## src/rtl/intr_ctrl.sv

```systemverilog
// intr_ctrl: per-channel interrupt latching with edge/level detect, mask,
// software set/clear, lowest-channel ID encode and a stretched CPU pulse.
module intr_ctrl #(
    parameter int unsigned NUM_INTR  = 4,
    parameter int unsigned PULSE_LEN = 1,
    localparam int unsigned ID_W     = (NUM_INTR > 1) ? $clog2(NUM_INTR) : 1
) (
    input  logic                clk,
    input  logic                reset_n_i,
    input  logic [NUM_INTR-1:0] intr_signal_i,
    input  logic [NUM_INTR-1:0] intr_mode_i,
    input  logic [NUM_INTR-1:0] intr_mask_i,
    input  logic [NUM_INTR-1:0] intr_set_i,
    input  logic [NUM_INTR-1:0] intr_clear_i,
    output logic [NUM_INTR-1:0] intr_status_o,
    output logic                intr_pending_o,
    output logic [ID_W-1:0]     intr_id_o,
    output logic                bus_intr_o
);

    localparam int unsigned CNT_W = 4;

    logic [NUM_INTR-1:0] sig_prev_q;
    logic [NUM_INTR-1:0] event_c;
    logic [NUM_INTR-1:0] req_c;
    logic [NUM_INTR-1:0] status_d;
    logic [NUM_INTR-1:0] active_c;
    logic                trig_c;
    logic [CNT_W-1:0]    cnt_q;
    logic [CNT_W-1:0]    cnt_d;
    logic                bus_d;

    // Event detect, status update and pulse-counter next state.
    always_comb begin
        event_c  = '0;
        req_c    = '0;
        status_d = intr_status_o;
        trig_c   = 1'b0;
        cnt_d    = cnt_q;
        bus_d    = 1'b0;

        for (int n = 0; n < NUM_INTR; n++) begin
            event_c[n] = intr_mode_i[n] ? (intr_signal_i[n] & ~sig_prev_q[n])
                                        : intr_signal_i[n];
        end
        req_c    = event_c | intr_set_i;
        status_d = (intr_status_o | req_c) & ~intr_clear_i;
        // Only a fresh, enabled, not-simultaneously-cleared request fires the pulse.
        trig_c   = |(req_c & intr_mask_i & ~intr_status_o & ~intr_clear_i);

        if (trig_c) begin
            cnt_d = CNT_W'(PULSE_LEN);
        end else if (cnt_q != '0) begin
            cnt_d = cnt_q - CNT_W'(1);
        end
        bus_d = (cnt_d != '0);
    end

    // State registers; reset clears everything including an in-flight pulse.
    always_ff @(posedge clk or negedge reset_n_i) begin
        if (!reset_n_i) begin
            sig_prev_q    <= '0;
            intr_status_o <= '0;
            cnt_q         <= '0;
            bus_intr_o    <= 1'b0;
        end else begin
            sig_prev_q    <= intr_signal_i;
            intr_status_o <= status_d;
            cnt_q         <= cnt_d;
            bus_intr_o    <= bus_d;
        end
    end

    // Pending flag and lowest-numbered active channel from registered status.
    always_comb begin
        active_c       = intr_status_o & intr_mask_i;
        intr_pending_o = |active_c;
        intr_id_o      = '0;
        for (int i = NUM_INTR - 1; i >= 0; i--) begin
            if (active_c[i]) begin
                intr_id_o = ID_W'(i);
            end
        end
    end

endmodule

```

## config.mk

```make
export PLATFORM = sky130hd
export DESIGN_NAME = intr_ctrl
export DESIGN_NICKNAME = d
export VERILOG_FILES = /design/src/rtl/intr_ctrl.sv
export SDC_FILE = /design/constraint.sdc
export NUM_CORES = 1
export LEC_CHECK = 0
export CORE_MARGIN = 2
export CORE_UTILIZATION = 42
export DETAILED_ROUTE_END_ITERATION = 10
export PLACE_DENSITY = 0.79
export SYNTH_ARGS = -nofsm -noshare
export SYNTH_HDL_FRONTEND = slang
export SYNTH_SLANG_ARGS = --single-unit
```

## constraint.sdc

```tcl
create_clock -name clk -period 2.9 [get_ports clk]
set_input_delay 0.725 -clock clk [delete_from_list [all_inputs] [get_ports clk]]
set_output_delay 0.725 -clock clk [all_outputs]
set_load 0.005 [all_outputs]
```

== After elaboration in Yosys (flattened, before gate mapping) ==
Index checks and enable logic that the tools add are counted.

* Word-level logic and storage cells: 36
* Input port bits: 22
* Output and inout port bits: 8
* Register bits after elaboration: 13

* $add $sub $neg: 1
* Multiplexer cells: 10
* Bitwise logic cells: 17
* Reductions and logical operators: 4

{| class="wikitable"
|+ Operator list
! kind !! number
|-
| $and A4 B4 Y4 || 5
|-
| $mux W2 || 4
|-
| $mux W4 || 2
|-
| $not A4 Y4 || 2
|-
| $or A4 B4 Y4 || 2
|-
| $reduce_bool A4 Y1 || 2
|-
| $reduce_or A4 Y1 || 2
|-
| $and A1 B1 Y1 || 4
|-
| $mux W1 || 4
|-
| $not A1 Y1 || 4
|-
| $sub A4 B1 Y4 const B || 1
|}

== Longest topological paths before layout ==
Gate-level depths: netlist (run 1).

* Depth in word-level cells: 10
* Depth in mapped cells: 6
* Depth with buffers taken out: 6

== Least setup slack after synthesis (run 1) ==
No wires, ideal clock.

* Path kind: input-to-output
* From: in intr_mask_i[0]
* To: out intr_id_o[1]
* Arrival time: 1.064 ns
* Setup slack: 1.111 ns
* Required time: 2.175 ns
* Cell stages on the path: 2
* Path buffers: 0
* Cells stage by stage: a22oi_1 nor2b_1

* Cells in the longest elaborated chain, start to end: 2

{| class="wikitable"
|+ RTL lines
! item !! line !! text
|-
| start, declared || 12 || <nowiki>input logic [NUM_INTR-1:0] intr_mask_i,</nowiki>
|-
| $and A4 B4 Y4 || 76 || <nowiki>active_c = intr_status_o & intr_mask_i;</nowiki>
|-
| $mux W2 || 80 || <nowiki>if (active_c[i]) begin</nowiki>
|-
| end, declared || 17 || <nowiki>output logic [ID_W-1:0] intr_id_o,</nowiki>
|}

No other way between the ends.

== Final worst setup path (run 1) ==
Ends and elaborated chain as after synthesis.

==> run_results.csv, run 1 <==
group,metric,value,unit
finish,finalNonFillerCells,113,
worst_setup_path,crit_family,"buffers and inverters",
power_and_ir_drop,ir_drop,0.410,mV
placement,dpl_cell_area,938,um^2
floorplan,start_util,46.6,%
global_route,grt_max_degree,14,
worst_setup_path,cp.arrival,2.07,ns
yosys,synth-async-reset-ratio,100,%
placement,portBuffers,29,
timing,setup_tns,0,ns
detailed_routing,vias,617,
timing,clock.fmax,0.358,GHz
detailed_routing,wl_per_cell,12.7,um
clocking,htreeDepth,1,
yosys,syn-cell-area,629,um^2
detailed_routing,drc,0,
yosys,synthDistinctLibCells,24,
timing,holdWs,0.600,ns
floorplan,num_io_pins,30,
timing,setup_ws,0.107,ns
global_route,grt_pass1_wl,2.59,mm
yosys,synth-edff-count,0,
global_route,track_usage,18.8,%
detailed_routing,drt-vias-per-instance,5.46,
timing,fin_crit,2.79,ns
worst_setup_path,r2r_end,"bus_intr_o",
timing,final_hold_viol_count,0,
clocking,worst_skew_pair.late_latency,0.26,ns
finish,seq_area,325,um^2
clocking,clockRootBuffer,"clkbuf_4",
worst_setup_path,crit_type,"input pin to output pin",
yosys,yosysMostFrequentCell,"dfrtp_1",
detailed_routing,dr_wl_met3,104,um
floorplan,core,0.00135,mm^2
timing,fin_crit_sh,96.3,%
detailed_routing,drt_iter0_markers,17,
worst_setup_path,end_kind,"output pin",
global_route,grt_pass1_vias,594,
detailed_routing,firstDrtPassIters,4,
yosys,synthFlopType,"dfrtp_1",
global_route,overflow,0,
timing,max_slew_margin,63.1,%
detailed_routing,drt-total-wl,1.43,mm
floorplan,die_w,42.7,um
yosys,synth_warnings,0,
clocking,clockBufferDepth,2,
detailed_routing,ant_nets,0,
worst_setup_path,timing.critical_path.required,2.17,ns
finish,num_antenna_cells,0,
clocking,postCtsSetupBuffers,0,
placement,dp_slack,0.123,ns
timing,clock_skew,0.000482,ns
finish,fillers,108,
detailed_routing,top_layer,"met4",
worst_setup_path,rrSetupSlack,1.19,ns
power_and_ir_drop,leakage,0.389,nW
yosys,synthesis.nets,88,
worst_setup_path,worst-path-buf-inv,2,
yosys,synthTopCellsByCount,"dfrtp_1, nor2_1, nor3_1",
placement,dp_hpwl,1.16,mm
clocking,clk_pin_slew,0.07,ns
placement,dp.cells,109,
yosys,netlist_top_cells_area,"dfrtp_1, nor2_1, a21boi_0",
yosys,postSynthCellCount,65,
floorplan,die_h,42.7,um
clocking,cts_buffers,3,
yosys,ys_seq_elements,13,
min_path,min_from,"intr_status_o[0]",
clocking,cts_tree,"built",
finish,multi_input_area,289,um^2
finish,nets,122,
min_path,hold_path_end,"intr_status_o[0]",
timing,setup_viol,0,
finish,area_growth,53.3,%
timing,drv_slew,0,
clocking,clock_sinks,13,
worst_setup_path,cp_max_fo,3,
yosys,yosysTopAreaCell,"dfrtp_1",
finish,final_layout_size_suffix_gt1_share,5.10,%
worst_setup_path,worstRegToRegCells,6,
min_path,hp-class,"flip-flop to flip-flop",
clocking,cts.repair.resized,0,
clocking,cts_hold_buf,0,
power_and_ir_drop,power_density,607,mW/mm^2
worst_setup_path,worstPathCellList,"clkdlybuf4s50_1 -> a22oi_1 -> nor2b_1 -> clkdlybuf4s50_1",
timing,tightestPinTransition,0.552,ns
run_status,outcome,"completed",
worst_setup_path,r2r-start,"cnt_q[0]",
detailed_routing,wl_met1,648,um
job,cap_viol_max_count,0,
worst_setup_path,crit_top_cell,"clkdlybuf4s50_1",
min_path,hold_path_depth,2,
global_route,antenna_found_initial,0,
worst_setup_path,cp-start-kind,"input pin",
worst_setup_path,critPathMaxStageDelay,0.50,ns
worst_setup_path,slowest_stage,"clkdlybuf4s50_1",
finish,fin_area,965,um^2
yosys,yosysTopAreaCellShare,51.7,%
yosys,synth-seq-area-share,51.7,%
floorplan,row_count,13,
yosys,syn_area_per_cell,9.68,um^2
timing,rsz0062_at_grt,"no",
detailed_routing,wl_met2,656,um
floorplan,dieArea,0.00182,mm^2
placement,gp_congestion,0.783,
per-layer routing:
layer	up-vias	GRT usage [%]
met5	-	0
met4	0	9.38
met2	27	29.4
met3	4	2.55
li1	305	-
met1	281	25.4
per-stage QoR:
| step | power [mW] | utilization [%] |
|---|---|---|
| 6_report | 0.586 | 71.5 |
| 5_1_grt | 0.639 | 71.5 |
| 4_1_cts | 0.593 | 71.5 |
| 3_5_place_dp | 0.485 | 69.5 |
| 3_3_place_gp | 0.478 | 69.5 |
| 2_1_floorplan | 0.397 | - |
registers in the layout, indices dropped and copies added, names as in the netlist:
| signal | count |
|---|---|
| intr_status_o | 4 |
| bus_intr_o | 1 |
| sig_prev_q | 4 |
| cnt_q | 4 |
tightest hold or removal path: cells and delay by family, from the launching register on:
family           cells  cell delay [ns]
and+or+nand+nor      2             0.15
DFF                  1             0.41
layout make-up:
type,instances,area share [%]
Clock buffer,4,2.72
Sequential cell,13,33.7
Tap cell,15,1.95
Timing Repair Buffer,29,30.1
Inverter,4,1.56
Multi-Input combinational cell,48,30.0
kinds of logic after synthesis:
kind of cell    share of synthesized area [%]
compound gates                           20.7
xor+xnor                                 1.39
fa+ha+maj                                1.99
buf+inv                                  2.38
flops                                    51.7
simple gates                             21.9
worst max path at each step:
stage,start,end,cells after the start
after global placement,intr_mask_i[0],intr_id_o[1],4
after CTS,intr_mask_i[0],intr_id_o[1],4
final,intr_mask_i[0],intr_id_o[1],4
after global routing,intr_mask_i[0],intr_id_o[1],4
after detailed placement,intr_mask_i[0],intr_id_o[1],4
after floorplan,intr_mask_i[0],intr_id_o[1],2
cell usage in the layout, fill, tap and decap left out:
cell type and count:
o2111ai_1 1, dfrtp_1 13, and3_1 1, nand4_1 1, a32oi_1 1, o21ai_0 2, ha_1 1, nor3_1 5
nor4_1 1, a22oi_1 2, inv_1 4, o211ai_1 4, nor4_2 1, a211oi_1 1, nand3_1 2, nor2_1 11
clkbuf_4 3, a21boi_0 4, or2_2 1, nand2_1 3, clkbuf_1 1, a21oi_1 1, a31oi_1 1, xnor2_1 1
nor2b_1 2, a211o_1 1, clkdlybuf4s50_1 29
where the power goes:
part	total, mW	internal [mW]	switching, mW
clock network	0.104	0.0532	0.0513
logic	0.228	0.125	0.103
registers	0.253	0.215	0.0387
total	0.586	0.392	0.193
(Power assumes the default switching activity.)
==> run 2, diff against run 1 <==
--- a/config.mk
+++ b/config.mk
@@ -5,6 +5,7 @@
 export SDC_FILE = /design/constraint.sdc
 export NUM_CORES = 1
 export LEC_CHECK = 0
+export ABC_CLOCK_PERIOD_IN_PS = 2900
 export CORE_MARGIN = 2
 export CORE_UTILIZATION = 42
 export DETAILED_ROUTE_END_ITERATION = 10
==> results of run 2 <==
Final layout, timing and power as in run 1 (identical DEF).
==> run 3, diff against run 2 <==
--- a/config.mk
+++ b/config.mk
@@ -6,7 +6,7 @@
 export NUM_CORES = 1
 export LEC_CHECK = 0
 export ABC_CLOCK_PERIOD_IN_PS = 2900
-export CORE_MARGIN = 2
+export CORE_MARGIN = 10
 export CORE_UTILIZATION = 42
 export DETAILED_ROUTE_END_ITERATION = 10
 export PLACE_DENSITY = 0.79
==> run 3 against run 2 <==
Cell count unchanged. Non-clock buffer count is the same. Final area unchanged. Wire length grew 22%. Largest power group unchanged.
==> run_results.csv, run 3 (same netlist as run 1, synthesis figures left out) <==
group,metric,value,unit
clocking,cts_buffers,3,
timing,fin_crit,2.77,ns
run_status,outcome,"completed",
detailed_routing,firstDrtPassIters,6,
worst_setup_path,crit_type,"input pin to output pin",
floorplan,core,0.00135,mm^2
timing,drv_slew,0,
floorplan,die_h,58.7,um
timing,fin_crit_sh,95.5,%
clocking,postCtsSetupBuffers,0,
worst_setup_path,crit_start,"intr_mask_i[0]",
timing,tightestPinTransition,0.572,ns
finish,final_common_cell,"clkdlybuf4s50_1",
worst_setup_path,timing.critical_path.required,2.17,ns
global_route,track_usage,10.5,%
clocking,htreeDepth,1,
clocking,clockBufferDepth,2,
floorplan,row_count,13,
timing,setup_ws,0.129,ns
worst_setup_path,rrSetupSlack,1.18,ns
min_path,hold_path_depth,2,
detailed_routing,vias,618,
clocking,clk_pin_slew,0.08,ns
worst_setup_path,r2r_end,"bus_intr_o",
min_path,hold_path_end,"intr_status_o[0]",
placement,gp_congestion,0.776,
detailed_routing,drc,0,
placement,dp_hpwl,1.46,mm
finish,num_antenna_cells,0,
detailed_routing,drt_iter0_markers,8,
clocking,clock_sinks,13,
clocking,cts.repair.resized,0,
global_route,grt_pass1_vias,588,
worst_setup_path,worstRegToRegCells,6,
clocking,cts_hold_buf,0,
min_path,min_from,"intr_status_o[0]",
timing,clock.fmax,0.361,GHz
global_route,overflow,0,
min_path,hp-class,"flip-flop to flip-flop",
global_route,antenna_found_initial,0,
floorplan,start_util,46.6,%
worst_setup_path,cp-start-kind,"input pin",
floorplan,dieArea,0.00345,mm^2
timing,rsz0062_at_grt,"no",
worst_setup_path,cp.arrival,2.05,ns
timing,final_hold_viol_count,0,
global_route,grt_pass1_wl,2.82,mm
worst_setup_path,end_kind,"output pin",
worst_setup_path,r2r-start,"cnt_q[0]",
placement,dp_slack,0.127,ns
detailed_routing,ant_nets,0,
floorplan,die_w,58.7,um
global_route,grt_max_degree,14,
detailed_routing,wl_per_cell,15.5,um
clocking,clockRootBuffer,"clkbuf_4",
timing,clock_skew,0.00276,ns
floorplan,num_io_pins,30,
placement,portBuffers,29,
worst_setup_path,cp_max_fo,3,
detailed_routing,drt-total-wl,1.75,mm
clocking,worst_skew_pair.late_latency,0.27,ns
detailed_routing,drt-vias-per-instance,5.47,
power_and_ir_drop,ir_drop,0.436,mV
timing,setup_tns,0,ns
power_and_ir_drop,leakage,0.389,nW
timing,setup_viol,0,
finish,final_layout_size_suffix_gt1_share,5.10,%
finish,area_growth,53.3,%
job,cap_viol_max_count,0,
power_and_ir_drop,power_density,620,mW/mm^2
clocking,cts_tree,"built",
finish,mostFrequentLayoutCells,"clkdlybuf4s50_1, dfrtp_1, nor2_1",
finish,largestRegisters,"cnt_q (4), intr_status_o (4), sig_prev_q (4)",
timing,max_slew_margin,61.7,%
finish,nets,122,
## run 3: cell type report
class | count | area (um^2)
tap | 15 | 18.8
multi-input combinational | 48 | 289
clock buffer | 4 | 26.3
inverter | 4 | 15.0
timing repair buffer | 29 | 290
sequential | 13 | 325
fill | 105 | 385
## run 3: worst max-delay path by stage
stage / end / slack [ns]
6_report: intr_id_o[1] / 0.13
5_1_grt: intr_id_o[1] / 0.009
4_1_cts: intr_id_o[1] / 0.12
3_5_place_dp: intr_id_o[1] / 0.13
3_3_place_gp: intr_id_o[1] / 0.15
2_1_floorplan: intr_id_o[1] / 1.11
## run 3: metrics by stage
| step | cell area, um^2 | cells | hold WS, ns | utilization (%) | power, mW |
|---|---|---|---|---|---|
| after floorplan | 629 | 65 | 0.429 | - | 0.397 |
| after global placement | 938 | 109 | 0.575 | 69.5 | 0.479 |
| after detailed placement | 938 | 109 | 0.580 | 69.5 | 0.492 |
| after CTS | 965 | 113 | 0.599 | 71.5 | 0.602 |
| after global routing | 965 | 113 | 0.626 | 71.5 | 0.650 |
| final | 965 | 113 | 0.594 | 71.5 | 0.598 |
## run 3: worst max-delay path, stage by stage
cell             delay [ns]
clkdlybuf4s50_1        0.44
a22oi_1                0.21
nor2b_1                0.15
clkdlybuf4s50_1        0.51
## run 3: report_power, final
group          leakage, nW  switching, mW  internal [mW]  total, mW
Clock               0.0150         0.0568         0.0534      0.110
Sequential           0.155         0.0383          0.215      0.253
Combinational        0.219          0.110          0.125      0.235
## run 3: per-layer routing
layer	global-route usage [%]	vias up	wire (um)
met4	6.89	0	38
met3	4.08	4	165
met5	0	-	0
li1	-	306	-
met1	12.2	284	807
met2	15.8	24	742
